### src/rtl/led_sequencer.sv
// LED pattern sequencer: prescaled stepping through rotate-left, rotate-right,
// ping-pong and flash/hold modes. Define LED_SEQUENCER_FLASH_EN to enable mode-11 flashing.
module led_sequencer #(
    parameter int NB_LEDS     = 4,
    parameter int NB_PRESCALE = 24
) (
    input  logic                   clock,
    input  logic                   i_reset,
    input  logic                   i_enable,
    input  logic [1:0]             i_mode,
    input  logic [NB_PRESCALE-1:0] i_limit,
    output logic [NB_LEDS-1:0]     o_led,
    output logic                   o_tick,
    output logic                   o_wrap
);

    typedef enum logic {UP = 1'b0, DOWN = 1'b1} dir_t;

    localparam logic [NB_LEDS-1:0] LED_INIT  = NB_LEDS'(1);
    localparam logic [1:0]         MODE_ROL  = 2'b00;
    localparam logic [1:0]         MODE_ROR  = 2'b01;
    localparam logic [1:0]         MODE_PING = 2'b10;

    logic [NB_PRESCALE-1:0] count_reg;
    logic [NB_LEDS-1:0]     led_reg;
    dir_t                   dir_reg;
    logic [1:0]             mode_reg;
    logic                   tick_reg;
    logic                   wrap_reg;

    logic [NB_LEDS-1:0]     step_led;
    dir_t                   step_dir;
    logic                   step_wrap;

    // Pattern that a step would produce from the current state.
    always_comb begin
        step_led  = led_reg;
        step_dir  = dir_reg;
        step_wrap = 1'b0;
        case (mode_reg)
            MODE_ROL: begin
                step_led  = {led_reg[NB_LEDS-2:0], led_reg[NB_LEDS-1]};
                step_wrap = led_reg[NB_LEDS-1];
            end
            MODE_ROR: begin
                step_led  = {led_reg[0], led_reg[NB_LEDS-1:1]};
                step_wrap = led_reg[0];
            end
            MODE_PING: begin
                // Reverse on the step that reaches an end, so no end LED repeats.
                if (dir_reg == UP) begin
                    step_led = led_reg << 1;
                    if (led_reg[NB_LEDS-2]) begin
                        step_dir  = DOWN;
                        step_wrap = 1'b1;
                    end
                end else begin
                    step_led = led_reg >> 1;
                    if (led_reg[1]) begin
                        step_dir  = UP;
                        step_wrap = 1'b1;
                    end
                end
            end
            default: begin
`ifdef LED_SEQUENCER_FLASH_EN
                step_led  = (&led_reg) ? '0 : '1;
                step_wrap = &led_reg;
`else
                step_led  = led_reg;
                step_wrap = 1'b0;
`endif
            end
        endcase
    end

    always_ff @(posedge clock or negedge i_reset) begin
        if (!i_reset) begin
            count_reg <= '0;
            led_reg   <= LED_INIT;
            dir_reg   <= UP;
            mode_reg  <= MODE_ROL;
            tick_reg  <= 1'b0;
            wrap_reg  <= 1'b0;
        end else if (i_mode != mode_reg) begin
            // Mode change restarts the sequence even while disabled.
            count_reg <= '0;
            led_reg   <= LED_INIT;
            dir_reg   <= UP;
            mode_reg  <= i_mode;
            tick_reg  <= 1'b0;
            wrap_reg  <= 1'b0;
        end else if (i_enable) begin
            if (count_reg >= i_limit) begin
                count_reg <= '0;
                led_reg   <= step_led;
                dir_reg   <= step_dir;
                tick_reg  <= 1'b1;
                wrap_reg  <= step_wrap;
            end else begin
                count_reg <= count_reg + 1'b1;
                tick_reg  <= 1'b0;
                wrap_reg  <= 1'b0;
            end
        end else begin
            tick_reg <= 1'b0;
            wrap_reg <= 1'b0;
        end
    end

    assign o_led  = led_reg;
    assign o_tick = tick_reg;
    assign o_wrap = wrap_reg;

endmodule

### config.mk
export PLATFORM = sky130hd
export DESIGN_NAME = led_sequencer
export DESIGN_NICKNAME = d
export VERILOG_FILES = /design/src/rtl/led_sequencer.sv
export SDC_FILE = /design/constraint.sdc
export NUM_CORES = 1
export LEC_CHECK = 0
export ABC_AREA = 0
export CORE_MARGIN = 3
export CORE_UTILIZATION = 40
export DETAILED_ROUTE_END_ITERATION = 8
export PLACE_DENSITY_LB_ADDON = 0.1
export SLEW_MARGIN = 10
export SYNTH_ARGS = -nofsm -noshare
export SYNTH_HDL_FRONTEND = slang
export SYNTH_SLANG_ARGS = --single-unit
### constraint.sdc
create_clock -name clock -period 1.9 [get_ports clock]
set_clock_uncertainty 0.05 [all_clocks]
set_input_delay 0.475 -clock clock [delete_from_list [all_inputs] [get_ports clock]]
set_output_delay 0.475 -clock clock [all_outputs]
set_load 0.05 [all_outputs]
==> out/qor.yml <==
status:
  status: "finished, violations left"
  violations: "negative setup slack"
final_layout:
  final_cells: 424
  area_growth_pct: 60.9
  largest_reg_flops: 24
  drive_above_1_share_pct: 47.7
  antenna_cells: 0
  fin_nets: 409
grt:
  first_global_vias: 2394
  use_met2_pct: 33.9
  grt_max_degree: 34
  grt.total_usage_pct: 19.4
  grt_use_met1_pct: 24.8
  overflow: 0
  met3_usage_pct: 3.95
  grt_antenna_before_repair: 0
  busiest_layer: "met2"
  grt_pass1_wl_um: 11200
place:
  dp_hpwl_um: 4440
  io_buffers: 34
  placed_cells: 407
  dp_worst_setup_slack_ns: -0.928
  place.gp.congestion: 0.808
floorplanning:
  ioPinCount: 35
  die_x_um: 84.0
  initial_utilization_pct: 42.7
  dieArea_mm2: 0.00706
  die_h_um: 84.0
  core_mm2: 0.00571
  row_count: 27
critical_path:
  r2r_slack_ns: -0.24
  crit_cells: 11
  critPathLaunchType: "primary input"
  end_kind: "flip-flop"
  critical_path_required_ns: 2.07
  cp_slowest_stage_delay_ns: 0.48
  critPathTopFamily: "simple AND/OR/NAND/NOR gates"
  cpMaxStageDelayCell: "or4b_4"
  worst_ep_arrival_time_ns: 2.33
  cp_max_fo: 3
  crit_buf_inv: 4
  worstRegToRegCells: 9
  crit_path_frequent_cell: "a21oi_2"
  path_cells: "dlygate4sd2_1 > inv_2 > ha_4 > nand4_1 > nor4_4 > buf_4 > a21oi_2 > o21ai_2 > buf_6 > or4b_4 > a21oi_2"
  critical_path_class: "primary input to flip-flop"
sta:
  finalCriticalPeriod_ns: 2.16
  relSlewSlack_pct: 69.7
  finalSetupViolCount: 31
  fmax_mhz: 464
  hold_ws_ns: 0.349
  tightest_slew_ns: 0.454
  min_period_over_period_pct: 114
  drv_slew: 0
  hold_violations: 0
  rsz0062_at_grt: "yes"
  worst_slack_ns: -0.257
synth:
  synth_cell_types: 49
  synthArstFlopShare_pct: 100
  syn_avg_cell_area_um2: 9.30
  synthFlopType: "dfrtp_1"
  yosysWarnings: 0
  yosys_register_bits: 33
  netlist_area_mm2: 0.00244
  syn_nets: 320
  syn_inst: 262
  synth_edf_count: 0
  yosysSeqAreaShare_pct: 33.9
power_and_ir_drop:
  power.total_mw: 1.69
  swShare_pct: 25.3
  power_density_mw_per_mm2: 431
  p_leak_nw: 1.74
  internal-power_mw: 1.26
  p_seq_share_pct: 42.1
  ir_drop_v: 0.000264
  switching_power_uw: 428
  combPwrFrac_pct: 16.7
  clkPwrFrac_pct: 41.2
drt:
  post_drt_wl_per_cell_um: 15.4
  vias: 2215
  drtPass1Iterations: 5
  routed_wirelength_um: 6510
  drt_drc_violations_left: 0
  drtIter0Drc: 93
  postRouteAntennaNets: 0
  viasPerCell: 5.22
cts:
  cts_tree: "done"
  clk_root_buffer_cell: "clkbuf_8"
  path_clk_slew_ns: 0.08
  clock_sinks: 33
  cts_buffer_depth: 2
  htree_num_levels: 2
  cts_inserted_buffers: 5
  insertion_delay_ns: 0.29
hold_path:
  holdPathStages: 1
  hold_path.class: "primary input to flip-flop"
run:
  maxCapViolations: 0
[power by group through the flow]
stage	Clock (mW)	Sequential, mW	Combinational, mW
after floorplan	0	0.725	0.116
after global placement	0	0.723	0.255
after detailed placement	0	0.723	0.262
after CTS	0.710	0.710	0.270
after global routing	0.746	0.711	0.311
final	0.695	0.711	0.283
[worst reg2reg max path: stages, from the launching register on]
cell     delay (ns)
dfrtp_1        0.41
ha_4           0.25
nand4_1        0.19
nor4_4         0.06
buf_4          0.13
a21oi_2        0.14
o21ai_2        0.11
buf_6          0.14
or4b_4         0.48
a21oi_2        0.12
[per-layer routing]
metal  up-vias  wire (um)  part of all wire, %
met2        40       3300                   51
li1       1097          -                    -
met5         -          0                    0
met4         0         66                  1.0
met1      1072       2900                   45
met3         6        243                  3.7
[logic make-up after synthesis]
logic type	Yosys count	synth area share, %
compound gates	41	12.1
xor+xnor	23	8.89
fa+ha+maj	29	14.9
buf+inv	38	6.27
flops	33	33.9
mux	5	2.11
simple gates	93	21.8
[placed cells by master, fill, tap and decap left out, drive strengths merged, types with 2 or more instances in the layout]
cell type	Yosys	final
and3	3	3
ha	29	29
nor2b	2	2
nand3b	2	2
xor2	19	19
nor2	9	9
o21ai	10	10
mux2i	4	4
nand3	7	7
inv	29	29
dfrtp	32	32
nand2	24	24
a21oi	14	14
o311ai	2	2
and2	2	2
buf	5	64
clkdlybuf4s50	0	2
dlymetal6s2s	0	2
nand4	9	9
a32o	3	3
dlygate4sd2	0	20
nand2b	5	5
a21o	2	2
nor3	25	25
clkdlybuf4s15	0	2
xnor2	4	4
clkbuf	4	8
[synth_stat cells (all sizes together), types with 2 or more instances]
library cell / instances / area share (%)
inv: 29 / 4.5
and2: 2 / 0.51
and3: 3 / 0.77
nand3b: 2 / 0.62
nand3: 7 / 1.4
nor3: 25 / 6.8
o311ai: 2 / 1.4
a32o: 3 / 1.2
a21o: 2 / 0.62
clkbuf: 4 / 0.62
dfrtp: 32 / 33
nor2: 9 / 1.4
xor2: 19 / 7.4
a21oi: 14 / 2.9
o21ai: 10 / 2.4
ha: 29 / 15
mux2i: 4 / 1.6
nand2: 24 / 3.7
nor2b: 2 / 0.51
nand4: 9 / 2.6
nand2b: 5 / 1.3
xnor2: 4 / 1.4
buf: 5 / 1.2
[metrics by stage]
stage / instance area, um2 / setup TNS, ns / utilization (%)
finish: 3920 / -5.22 / 68.6
detailed placement: 3430 / -24.62 / 60.0
CTS: 3860 / -6.66 / 67.6
global placement: 3430 / -22.69 / 60.0
global route: 3920 / -7.15 / 68.6
floorplan: 2630 / -2.35 / -
[path summary, 6_finish.rpt]
| check | end | start |
|---|---|---|
| min | mode_reg[1] | i_mode[1] |
| min in group asynchronous | count_reg[7] | i_reset |
| max in group asynchronous | o_led[0] | i_reset |
| min reg2reg | o_led[0] | o_led[0] |
| max reg2reg | count_reg[0] | count_reg[21] |
| max | count_reg[0] | i_limit[21] |
[what timing repair did]
item / CTS / global route
endpoints found under the hold margin: 0 / 0
setup buffers: 9 / 1
resized for setup: 82 / 19
hold buffers: 0 / 0
endpoints found under the setup margin: 31 / 31
pin swaps: 45 / 12
cloned: 1 / 0
[area by class of cell]
cell class / instances / area [um2]
Clock buffer: 7 / 86.3
Clock inverter: 1 / 30.0
Fill cell: 458 / 1790
Inverter: 29 / 124
Multi-Input combinational cell: 191 / 1930
Sequential cell: 33 / 828
Tap cell: 72 / 90.1
Timing Repair Buffer: 91 / 830
Power figures use the tool's default switching activity.
